--- src/rtl/shot_pkg.sv ---
// rtl/shot_pkg.sv - shared constants and FSM state type for the shot slot logic
package shot_pkg;

  localparam int NUM_SHOTS    = 8;
  localparam int ADDR_W       = 3;
  localparam int SHOT_Y_SPAWN = 424;
  localparam int SHOT_Y_MIN   = -10;
  localparam int DUCK_W       = 32;
  localparam int DUCK_H       = 32;

  typedef enum logic [2:0] {
    ST_IDLE,
    ST_ADDR,
    ST_CHECK,
    ST_KILL,
    ST_DONE
  } hit_state_e;

endpackage

--- src/rtl/box_hit_cmp.sv ---
// rtl/box_hit_cmp.sv - combinational point-in-box test for a shot against the duck
module box_hit_cmp import shot_pkg::*; #(
  parameter int BOX_W = DUCK_W,
  parameter int BOX_H = DUCK_H
) (
  input  logic              [9:0] box_x,
  input  logic signed       [9:0] box_y,
  input  logic              [9:0] pt_x,
  input  logic signed       [9:0] pt_y,
  output logic                    hit
);

  // One bit beyond the 11-bit signed range, so a box whose left edge sits
  // near 1023 still has a right edge above its left edge.
  logic signed [11:0] bx_lo;
  logic signed [11:0] bx_hi;
  logic signed [11:0] by_lo;
  logic signed [11:0] by_hi;
  logic signed [11:0] px;
  logic signed [11:0] py;

  // x is unsigned (zero-extend), y is signed (sign-extend); bounds are inclusive
  always_comb begin
    bx_lo = $signed({2'b00, box_x});
    bx_hi = bx_lo + 12'(BOX_W - 1);
    by_lo = {{2{box_y[9]}}, box_y};
    by_hi = by_lo + 12'(BOX_H - 1);
    px    = $signed({2'b00, pt_x});
    py    = {{2{pt_y[9]}}, pt_y};
    hit   = (px >= bx_lo) && (px <= bx_hi) && (py >= by_lo) && (py <= by_hi);
  end

endmodule

--- src/rtl/shot_hit_detector.sv ---
// rtl/shot_hit_detector.sv - per-frame shot slot scan, duck hit detection and slot kill handshake
module shot_hit_detector import shot_pkg::*; #(
  parameter int NUM_SHOTS = shot_pkg::NUM_SHOTS,
  parameter int ADDR_W    = shot_pkg::ADDR_W,
  parameter int DUCK_W    = shot_pkg::DUCK_W,
  parameter int DUCK_H    = shot_pkg::DUCK_H,
  parameter int SCORE_W   = 8
) (
  input  logic                clk,
  input  logic                reset,
  input  logic                frame_tick,
  input  logic          [9:0] duck_x,
  input  logic signed   [9:0] duck_y,
  input  logic                duck_alive,
  output logic [ADDR_W-1:0]   slot_addr,
  input  logic                slot_valid,
  input  logic          [9:0] slot_x,
  input  logic signed   [9:0] slot_y,
  output logic                kill_req,
  output logic [ADDR_W-1:0]   kill_addr,
  input  logic                kill_ack,
  output logic                duck_hit,
  output logic [SCORE_W-1:0]  hit_count,
  output logic                busy
);

  localparam logic [ADDR_W-1:0] LAST_SLOT = ADDR_W'(NUM_SHOTS - 1);

  hit_state_e          state;
  hit_state_e          state_d;
  logic [ADDR_W-1:0]   slot_addr_d;
  logic [ADDR_W-1:0]   kill_addr_d;
  logic                kill_req_d;
  logic                duck_hit_d;
  logic                busy_d;
  logic [SCORE_W-1:0]  hit_count_d;
  logic                in_box;
  logic                slot_hit;

  box_hit_cmp #(
    .BOX_W (DUCK_W),
    .BOX_H (DUCK_H)
  ) u_box_hit_cmp (
    .box_x (duck_x),
    .box_y (duck_y),
    .pt_x  (slot_x),
    .pt_y  (slot_y),
    .hit   (in_box)
  );

  assign slot_hit = slot_valid & in_box;

  // State and all outputs are registered; reset clears them without a clock
  always_ff @(posedge clk or negedge reset) begin
    if (!reset) begin
      state     <= ST_IDLE;
      slot_addr <= '0;
      kill_req  <= 1'b0;
      kill_addr <= '0;
      duck_hit  <= 1'b0;
      hit_count <= '0;
      busy      <= 1'b0;
    end else begin
      state     <= state_d;
      slot_addr <= slot_addr_d;
      kill_req  <= kill_req_d;
      kill_addr <= kill_addr_d;
      duck_hit  <= duck_hit_d;
      hit_count <= hit_count_d;
      busy      <= busy_d;
    end
  end

  // Next state and next output values; duck_hit is a pulse so it defaults low
  always_comb begin
    state_d     = state;
    slot_addr_d = slot_addr;
    kill_req_d  = kill_req;
    kill_addr_d = kill_addr;
    duck_hit_d  = 1'b0;
    hit_count_d = hit_count;
    busy_d      = busy;
    unique case (state)
      ST_IDLE: begin
        if (frame_tick && duck_alive) begin
          state_d     = ST_ADDR;
          slot_addr_d = '0;
          busy_d      = 1'b1;
        end
      end
      ST_ADDR: begin
        // slot read data lands one cycle after the address
        state_d = duck_alive ? ST_CHECK : ST_DONE;
      end
      ST_CHECK: begin
        if (!duck_alive) begin
          state_d = ST_DONE;
        end else if (slot_hit) begin
          state_d     = ST_KILL;
          kill_req_d  = 1'b1;
          kill_addr_d = slot_addr;
        end else if (slot_addr < LAST_SLOT) begin
          state_d     = ST_ADDR;
          slot_addr_d = slot_addr + 1'b1;
        end else begin
          state_d = ST_DONE;
        end
      end
      ST_KILL: begin
        // a started kill always completes, even if the duck dies meanwhile
        if (kill_ack) begin
          state_d    = ST_DONE;
          kill_req_d = 1'b0;
          duck_hit_d = 1'b1;
          if (hit_count != '1) begin
            hit_count_d = hit_count + 1'b1;
          end
        end
      end
      ST_DONE: begin
        state_d = ST_IDLE;
        busy_d  = 1'b0;
      end
      default: begin
        state_d = ST_IDLE;
      end
    endcase
  end

endmodule

--- config.mk ---
export PLATFORM = sky130hd
export DESIGN_NAME = shot_hit_detector
export DESIGN_NICKNAME = d
export VERILOG_FILES = /design/src/rtl/shot_pkg.sv /design/src/rtl/box_hit_cmp.sv /design/src/rtl/shot_hit_detector.sv
export SDC_FILE = /design/constraint.sdc
export NUM_CORES = 1
export LEC_CHECK = 0
export CAP_MARGIN = 40
export CORE_MARGIN = 1.5
export CORE_UTILIZATION = 40
export DETAILED_ROUTE_END_ITERATION = 10
export PLACE_DENSITY = 0.69
export SKIP_LAST_GASP = 1
export SYNTH_ARGS = -nofsm -noshare
export SYNTH_HDL_FRONTEND = slang
export SYNTH_HIERARCHICAL = 1
export SYNTH_SLANG_ARGS = --single-unit
--- constraint.sdc ---
create_clock -name clk -period 2.8 [get_ports clk]
set_input_delay 0.56 -clock clk [delete_from_list [all_inputs] [get_ports clk]]
set_output_delay 0.56 -clock clk [all_outputs]
set_load 0.02 [all_outputs]
Word level (Yosys, flattened, before mapping)
Index checks and enable logic that the tools add are counted.
Storage, ports and cells
  output and inout port bits: 17
  input bits: 46
  logic and storage cells: 62
  register bits: 20
Operators by class
  mux-type cells: 20
  order comparisons: 5
  reduce and logical (&&, ||, !) cells: 14
  bitwise operators: 1
  add/subtract/negate cells: 4
  equality and inequality tests: 11
Operators with widths (number)
  $mux W3: 10
  $ge A10 B10 Y1: 2
  $le A11 B12 Y1: 1
  $ne A2 B2 Y1 const B: 6
  $pmux W3 S4: 1
  $add A10 B5 Y11 const B: 1
  $add A10 B6 Y11 const B: 1
  $le A10 B11 Y1: 1
  $add A8 B1 Y8 const B: 1
  $ne A8 B8 Y1 const B: 1
  $eq A3 B2 Y1 const B: 2
  $mux W1: 6
  $pmux W3 S2: 1
  $reduce_and A3 Y1: 2
  $reduce_bool A2 Y1: 3
  $reduce_and A5 Y1: 1
  $logic_and A1 B1 Y1: 4
  $pmux W1 S2: 2
  $reduce_and A2 Y1: 2
  $reduce_and A4 Y1: 1
  $add A3 B1 Y3 const B: 1
  $eq A3 B1 Y1 const B: 1
  $eq A3 B3 Y1 const B: 1
  $logic_not A3 Y1: 1
  other kinds (2): 2

Depth between registers and ports, before layout
Gate-level depths: netlist of run 1.
  depth after elaboration: 9
  gate-level depth with buffers: 16
  mapped depth without buffers: 16

Hierarchy
The synthesis of run 1 kept the hierarchy.
Modules (own cells, without submodules)
  box_hit_cmp: sequential area each 0.0 µm², instances 1, cells each 161, area an instance 1251.2 µm²
  shot_hit_detector: sequential area each 500.5 µm², instances 1, cells each 92, area an instance 983.4 µm²

Worst setup path after synthesis of run 1
OpenSTA, ideal clock, no wires.
  path kind: input-to-reg
  start: input duck_x[0]
  end: register kill_addr[0]
  data arrival time: 3.440 ns
  slack: -0.765 ns
  required time: 2.675 ns
  stages: 16
  buffers on the path: 0
  cell sequence: inv_1 -> ha_1 -> or3b_4 -> o21ai_4 -> or3_1 -> xnor2_1 -> ha_1 -> nand4_1 -> or3_1 -> o21ai_0 -> o32ai_2 -> a2111oi_2 -> and2_1 -> and2_2 -> nand2_1 -> mux2_2
Between the ends
  word-level cells in the longest chain between the ends: 7
RTL lines
  from (decl): line shot_hit_detector.sv:12  | input logic [9:0] duck_x,
  $add A10 B5 Y11: line box_hit_cmp.sv:25  | bx_hi = bx_lo + 12'(BOX_W - 1);
  $le A11 B12 Y1: line box_hit_cmp.sv:30  | hit = (px >= bx_lo) && (px <= bx_hi) && (py >= by_lo) && (py <= by_hi);
  $logic_and A1 B1 Y1 * (3 in series): line box_hit_cmp.sv:30
  net in_box: line shot_hit_detector.sv:37  | logic in_box;
  $and A1 B1 Y1 *: line shot_hit_detector.sv:51  | assign slot_hit = slot_valid & in_box;
  $reduce_and A3 Y1 (no line) *
  to (signal assigned): line shot_hit_detector.sv:67  | kill_addr <= kill_addr_d;
  to (decl): line shot_hit_detector.sv:20  | output logic [ADDR_W-1:0] kill_addr,
The timed path passes the listed nets; every way through them passes the cells marked *.
A chain may end at the register's enable or synchronous reset.

Final worst setup path of run 1
  start: input duck_x[1]
  end: register slot_addr[1]
Between the ends
  word-level cells in the longest chain between the ends: 8
RTL lines
  $add A10 B5 Y11: line box_hit_cmp.sv:25
  $le A11 B12 Y1: line box_hit_cmp.sv:30
  $logic_and A1 B1 Y1 * (3 in series): line box_hit_cmp.sv:30
  net in_box: line shot_hit_detector.sv:37
  $and A1 B1 Y1 *: line shot_hit_detector.sv:51
  $ne A2 B2 Y1 (no line) *
  $reduce_and A5 Y1 (no line) *
  to (signal assigned): line shot_hit_detector.sv:65  | slot_addr <= slot_addr_d;
  to (decl): line shot_hit_detector.sv:15  | output logic [ADDR_W-1:0] slot_addr,
Marked as above.

==> impl_results.rst, run 1 <==
.. list-table::
   :header-rows: 1

   * - Metric
     - Value
   * - Max capacitance violation total
     - 0
   * - Cell count after synthesis
     - 253
   * - Post-synth cell types
     - 48
   * - Floorplan die width
     - slightly below 80 um
   * - Top-level I/O count
     - between 60 and 70
   * - Area added between synthesis and finish
     - 63.7%
   * - Async set-reset flop share out of synthesis
     - 100%
   * - Syn_nets
     - roughly 340
   * - Endpoint arrival time on the critical path
     - between 3 and 4 ns
   * - Fraction of synthesized cell area in xor and xnor cells
     - just over 7%
   * - Post-route DRC violation count
     - 0
   * - Crit-path slowest cell
     - or3_1
   * - Vias per cell
     - roughly 5.1
   * - Commonest cells after routing, fill and taps aside
     - buf_4 (59), clkdlybuf4s50_1 (55), ha_1 (43)
   * - VDD IR max
     - ~0.00021 V
   * - Setup tns final
     - -6.01 ns
   * - Final critical-path setup slack
     - -0.687 ns
   * - Worst Clk Skew
     - between 0.004 and 0.005 ns
   * - Multiplexer share of the synthesized area
     - approximately 3.9%
   * - Endpoint class of the critical path
     - flip-flop
   * - CP Launch Point
     - duck_x[1]
   * - Element type at the critical path start
     - input pin
   * - Slew margin rel.
     - a little over two thirds
   * - Outcome
     - complete, but fails checks
   * - Period utilization
     - 125%
   * - Worst Hold Launch
     - kill_addr[0]$_DFFE_PN0N_
   * - Power per cell area
     - between 300 and 400 nW/um^2
   * - Effective utilization at floorplan
     - 41.1%
   * - Initial antenna violation count
     - 0
   * - Critical path class
     - input pin to flip-flop
   * - Setup repair after global routing missed its margin
     - yes
   * - Number of warnings issued by yosys
     - 6
   * - CP cell instances
     - buf_12 > inv_12 > ha_4 > or3b_4 > o21ai_4 > or3_1 > xnor2_1 > ha_1 > nand4_1 > a211oi_2 > a211oi_2 > o32ai_2 > a2111oi_4 > and2_4 > and2_4 > buf_6 > nor3b_4 > mux2i_1
   * - Final global-route overflow total
     - 0
   * - Vias in the first global route
     - 2311
   * - Clock slew at reported path FFs
     - around 0.070 ns
   * - Die outline area
     - around 6000 um^2
   * - DR iter-0 viols
     - 100
   * - Violated checks
     - setup timing
   * - Delay of the slowest cell on the worst path
     - about 0.36 ns
   * - Count of flip-flops with a built-in enable after synthesis
     - 0
   * - Total vias in the final route
     - around 2300
   * - Post-synthesis share of cell area spent on full adders, half adders and majority gates
     - between 20% and 30%
   * - Largest family of logic cells by synthesized area
     - adder cells
   * - Maximum number of pins on one net before global-route repair
     - 21
   * - Static leakage
     - 1.75 nW
   * - Final weighted congestion in routability-driven placement
     - roughly 0.86
   * - Power, Total
     - roughly 1.2 mW
   * - Required time of the worst setup path
     - around 3 ns
   * - Number of sinks on the clock net
     - 20
   * - Cts bufs inserted
     - 3
   * - Final wirelength
     - between 5000 and 6000 um
   * - Critical path peak fanout
     - 3
   * - Least-Margin Pin Slew
     - 0.449 ns
   * - Antenna Diode Count
     - 0
   * - Clock insertion delay at the later pin of the skew report
     - roughly 0.26 ns
   * - Net count of the finished layout
     - between 400 and 500
   * - Shortest clock period the worst path allows after layout
     - 3.49 ns
   * - Die H
     - 77.7 um
   * - Routed len/inst
     - 12.4 um
   * - Placeable core region
     - roughly 5400 um^2
   * - Final-report hold violation count
     - 0
   * - Level count of the clock H-tree
     - 1
   * - Hold buffers post-CTS
     - 0
   * - Final setup vio count
     - 10
   * - Dominant register cell in the synthesized netlist
     - dfrtp_1
   * - Total of flip-flops plus latches after synthesis
     - 20
   * - Wire length of the first global-routing pass
     - slightly below 10000 um
   * - Total track usage
     - 19.6%
   * - Complex-gate fraction of the synthesized area
     - approximately 18%
   * - Count of antenna-violating nets left after detailed routing
     - 0
   * - Post-Syn Area per Cell
     - between 8 and 9 um^2
   * - Port Buffer Count
     - a little over 60
   * - Launch instance of the worst register-to-register path
     - state[0]$_DFFE_PN0P_
   * - Netlist area before placement
     - around 2200 um^2
   * - Share of final-layout standard cells stronger than drive strength 1
     - roughly 28%
   * - TritonRoute pass-1 iters
     - 4
   * - Simple-gate portion of the synthesized area
     - between 10% and 20%
   * - Clock tree from TritonCTS
     - yes
   * - Worst-case setup slack after placement
     - -1.51 ns
   * - Worst min-delay path category
     - flip-flop to flip-flop
   * - Layout filler cell count
     - approximately 460
   * - Share of synthesized area occupied by flip-flops and latches
     - around 22%
   * - Placement Rows
     - 27
   * - CTS max path bufs
     - 2
   * - Slew Limit Fails
     - 0
   * - Clock Root Buffer
     - clkbuf_8
   * - Detailed-placement wirelength estimate
     - just under 5000 um
   * - Achievable Freq
     - 0.287 GHz
   * - Most common cell after layout, fill and taps aside
     - buf_4
-- timing repair --
item,4_1_cts,5_1_grt
buffers inserted,1,3
endpoints found under the setup margin,10,10
gates cloned,0,0
resized for setup,27,23
pin swaps,22,24
hold endpoints to repair,0,0
-- state kept, by name (all words and copies together), names as in the netlist --
signal     cells
kill_req       1
duck_hit       1
slot_addr      3
hit_count      8
kill_addr      3
state          3
busy           1
-- metal layers --
| layer | up-vias | part of all wire (%) | global-route usage (%) |
|---|---|---|---|
| li1 | 1181 | - | - |
| met1 | 1072 | 47 | 26.1 |
| met2 | 42 | 50 | 34.7 |
| met3 | 2 | 2.7 | 2.00 |
| met4 | 0 | 0.25 | 2.73 |
| met5 | - | 0 | 0 |
-- area by class of cell --
class                      instances  area [um^2]  share of cell area, %
sequential                        20          500                   13.7
multi-input combinational        198         1730                   47.4
tap                               72         90.1                   2.46
clock inverter                     1         30.0                  0.821
inverter                          33          144                   3.93
clock buffer                       3         41.3                   1.13
timing repair buffer             125         1120                   30.6
-- per-stage QoR --
| stage | cells | utilization (%) | instance area [um^2] | hold slack, ns |
|---|---|---|---|---|
| global route | 452 | 67.2 | 3660 | 0.539 |
| global placement | 446 | 63.4 | 3450 | 0.491 |
| floorplan | 253 | - | 2290 | 0.264 |
| finish | 452 | 67.2 | 3660 | 0.519 |
| detailed placement | 446 | 63.4 | 3450 | 0.507 |
| CTS | 450 | 65.4 | 3560 | 0.518 |
-- synthesized netlist by cell type (3+ instances only) --
cell type,instances,share of area [%]
a211oi_1,5,1.7
a21o_1,5,1.7
a21oi_1,16,3.6
a31oi_1,5,1.4
and3_1,3,0.84
dfrtp_1,20,22
ha_1,45,25
inv_1,33,5.5
mux2_2,5,2.5
mux2i_1,3,1.3
nand2_1,15,2.5
nand3_1,6,1.3
nand4_1,8,2.2
nor2_1,11,1.8
nor3_1,6,1.3
o21ai_0,10,2.2
or3_1,3,0.84
xnor2_1,16,6.3
-- final timing paths --
path	to	slack, ns	cells after the start
worst max register to register	slot_addr[2]$_DFFE_PN0P_	1.04	4
min in group asynchronous	busy$_DFFE_PN0P_	0.64	2
worst min-delay path	kill_addr[0]$_DFFE_PN0N_	0.52	1
worst max-delay path	slot_addr[1]$_DFFE_PN0P_	-0.69	18
max in group asynchronous	state[0]$_DFFE_PN0P_	1.95	2
worst min register to register	kill_addr[0]$_DFFE_PN0N_	0.52	1
-- power by group --
part / internal, mW / switching, mW / total [mW]
Sequential: 0.328 / 0.0431 / 0.371
Combinational: 0.324 / 0.268 / 0.592
Clock: 0.191 / 0.0928 / 0.283
-- kinds of logic (layout without fill, tap and decap cells) --
kind of cell             count (synthesis)  count (layout)
XOR/XNOR                                18              18
buffers and inverters                   35             162
multiplexers                             8               8
AO/OA/AOI/OAI                           59              59
adder cells (fa/ha/maj)                 45              45
AND/OR/NAND/NOR                         68              68
flip-flops                              20              20
-- critical path, delay by kind of cell --
family | cells | cell delay [ns]
compound gates | 5 | 0.75
simple gates | 6 | 1.31
mux | 1 | 0.23
fa+ha+maj | 2 | 0.43
buf+inv | 3 | 0.24
xor+xnor | 1 | 0.14
Note: power is estimated with default switching activity, not from simulation.
==> run 2, diff against run 1 <==
PLACE_DENSITY = unset   (was 0.69)
PLACE_DENSITY_LB_ADDON = 0.25   (was unset)
==> impl_results.rst, run 2 (synthesis results as in run 1) <==
.. list-table::
   :header-rows: 1

   * - Metric
     - Value
   * - Worst min-delay path category
     - flip-flop to flip-flop
   * - Reg2reg end
     - slot_addr[2]$_DFFE_PN0P_
   * - Hold buffers post-CTS
     - 0
   * - Hold_ws
     - roughly 0.51 ns
   * - Static leakage
     - roughly 1.7 nW
   * - VDD IR max
     - roughly 0.00033 V
   * - Max capacitance violation total
     - 0
   * - Vias per cell
     - roughly 5.1
   * - Seq pwr share
     - between 30% and 40%
   * - Maximum number of pins on one net before global-route repair
     - 21
   * - Slew margin rel.
     - between 70% and 80%
   * - Effective utilization at floorplan
     - 41.1%
   * - Switching fraction of total power
     - 32.4%
   * - Top register by number of flip-flops
     - hit_count
   * - Commonest cells after routing, fill and taps aside
     - buf_4 (55), clkdlybuf4s50_1 (53), ha_1 (43)
   * - Count of antenna-violating nets left after detailed routing
     - 0
   * - Worst-case setup slack after placement
     - -1.59 ns
   * - Slew Limit Fails
     - 0
   * - Clock Root Buffer
     - clkbuf_8
   * - Area added between synthesis and finish
     - 62.6%
   * - Endpoint arrival time on the critical path
     - approximately 3.7 ns
   * - Total vias in the final route
     - between 2000 and 2500
   * - Placeable core region
     - approximately 5400 um^2
   * - TritonRoute pass-1 iters
     - 5
   * - Clock tree from TritonCTS
     - yes
   * - Switching power total
     - 0.400 mW
   * - Final global-route overflow total
     - 0
   * - Final wirelength
     - roughly 5400 um
   * - Setup slack of the worst register-to-register path
     - slightly above 1 ns
   * - Achievable Freq
     - about 0.28 GHz
   * - Clock group share of total power
     - a little under a quarter
   * - Worst Clk Skew
     - approximately 0.0061 ns
   * - DR iter-0 viols
     - between 60 and 70
   * - Element type at the critical path start
     - input pin
   * - Setup repair after global routing missed its margin
     - yes
   * - Port Buffer Count
     - between 60 and 70
   * - Die H
     - between 70 and 80 um
   * - Share of final-layout standard cells stronger than drive strength 1
     - about 28%
   * - Wire length of the first global-routing pass
     - 9200 um
   * - Endpoint class of the critical path
     - flip-flop
   * - Net count of the finished layout
     - roughly 470
   * - Level count of the clock H-tree
     - 1
   * - Internal power of the cells
     - between 0.8 and 0.9 mW
   * - Flip-flop count of the largest register after layout
     - 8
   * - Initial antenna violation count
     - 0
   * - Launch instance of the worst register-to-register path
     - state[0]$_DFFE_PN0P_
   * - Least-Margin Pin Slew
     - about 0.44 ns
   * - Power per cell area
     - between 300 and 400 nW/um^2
   * - Total track usage
     - approximately 18%
   * - CTS max path bufs
     - 2
   * - Cts bufs inserted
     - 3
   * - Violated checks
     - setup timing
   * - Non-Filler Instances
     - around 450
   * - Critical path class
     - input pin to flip-flop
   * - Detailed-placement wirelength estimate
     - 4510 um
   * - Number of sinks on the clock net
     - 20
   * - Placed instance count
     - about 440
   * - Final weighted congestion in routability-driven placement
     - between 0.8 and 0.9
   * - Outcome
     - complete, but fails checks
   * - Floorplan die width
     - a little under 80 um
   * - Cell depth of the worst min-delay path
     - 1
   * - Placement Rows
     - 27
   * - Post-route DRC violation count
     - 0
   * - Top-level I/O count
     - 63
   * - Most common cell after layout, fill and taps aside
     - buf_4
   * - Critical path peak fanout
     - 3
   * - Period utilization
     - 127%
   * - Antenna Diode Count
     - 0
   * - Die outline area
     - ~6000 um^2
   * - End point of the critical path
     - state[0]$_DFFE_PN0P_
   * - Required time of the worst setup path
     - 2.98 ns
   * - Share of total power in combinational logic
     - 47.1%
   * - Final setup vio count
     - 10
   * - Clock slew at reported path FFs
     - about 0.07 ns
   * - Routed len/inst
     - between 10 and 15 um
   * - Final-report hold violation count
     - 0
   * - Register-to-Register Path Depth
     - 4
   * - Vias in the first global route
     - 2212
   * - Shortest clock period the worst path allows after layout
     - between 3 and 4 ns
   * - Final critical-path setup slack
     - -0.753 ns
   * - Clock insertion delay at the later pin of the skew report
     - between 0.2 and 0.3 ns
   * - CP Launch Point
     - duck_x[2]
-- run 2: changes by cell type in the layout (fill, tap and decap cells not counted), moves of 2 or more --
cell,previous run,this run
buf_4,59,55
buf_6,4,2
a21oi_2,4,6
dlymetal6s2s_1,1,3
a21oi_1,13,11
clkdlybuf4s50_1,55,53
-- run 2: per-stage QoR --
step / utilization, % / power, mW / area [um^2] / TNS, ns
global placement: 62.7 / 0.909 / 3410 / -14.06
detailed placement: 62.7 / 0.921 / 3410 / -15.27
CTS: 66.1 / 1.23 / 3590 / -7.26
floorplan: - / 0.648 / 2290 / -6.32
global route: 66.8 / 1.32 / 3630 / -8.06
finish: 66.8 / 1.23 / 3630 / -6.76
-- run 2: worst min-delay path by stage --
| stage | from | end |
|---|---|---|
| after floorplan | reset | busy$_DFFE_PN0P_ |
| after global placement | kill_addr[1]$_DFFE_PN0N_ | kill_addr[1]$_DFFE_PN0N_ |
| after detailed placement | kill_addr[1]$_DFFE_PN0N_ | kill_addr[1]$_DFFE_PN0N_ |
| after CTS | kill_addr[1]$_DFFE_PN0N_ | kill_addr[1]$_DFFE_PN0N_ |
| after global routing | kill_addr[1]$_DFFE_PN0N_ | kill_addr[1]$_DFFE_PN0N_ |
| final | kill_addr[1]$_DFFE_PN0N_ | kill_addr[1]$_DFFE_PN0N_ |
-- run 2: cell type report --
class | count | area [um^2]
Inverter | 33 | 144
Timing Repair Buffer | 119 | 1070
Sequential cell | 20 | 500
Clock buffer | 3 | 41.3
Clock inverter | 1 | 30.0
Fill cell | 446 | 1810
Tap cell | 72 | 90.1
Multi-Input combinational cell | 198 | 1750
-- run 2: power groups by stage --
stage          Clock, mW  Combinational (mW)  Sequential [mW]
5_1_grt            0.295               0.641            0.382
3_3_place_gp           0               0.533            0.376
2_1_floorplan          0               0.236            0.412
3_5_place_dp           0               0.544            0.377
4_1_cts            0.285               0.577            0.373
6_report           0.279               0.582            0.374
-- run 2: repair_timing --
item / 4_1_cts / 5_1_grt
cloned: 0 / 0
endpoints found under the setup margin: 10 / 10
pin swaps: 19 / 20
setup buffers: 4 / 2
resized for setup: 35 / 18
-- run 2: critical path: stages --
cell and delay, ns:
dlygate4sd2_1 0.26, or3b_4 0.42, o21ai_4 0.15, buf_4 0.13, xnor2_1 0.11, ha_1 0.28, a21o_1 0.17, a21o_1 0.18
a211oi_2 0.23, o32ai_2 0.14, a2111oi_4 0.30, and2_4 0.20, o21ai_2 0.06, or3_1 0.39, a21oi_2 0.13
-- run 2: per-layer routing --
metal | track usage [%] | vias up | routed length (um)
met5 | 0 | - | 0
met4 | 4.18 | 0 | 26
met3 | 0.824 | 2 | 128
met2 | 35.0 | 41 | 2840
met1 | 22.6 | 1062 | 2420
li1 | - | 1163 | -
==> run 3, diff against run 2 <==
ABC_CLOCK_PERIOD_IN_PS = 2800   (was unset)
==> results of run 3 <==
No change in the layout: final DEF, timing and power equal those of run 2.
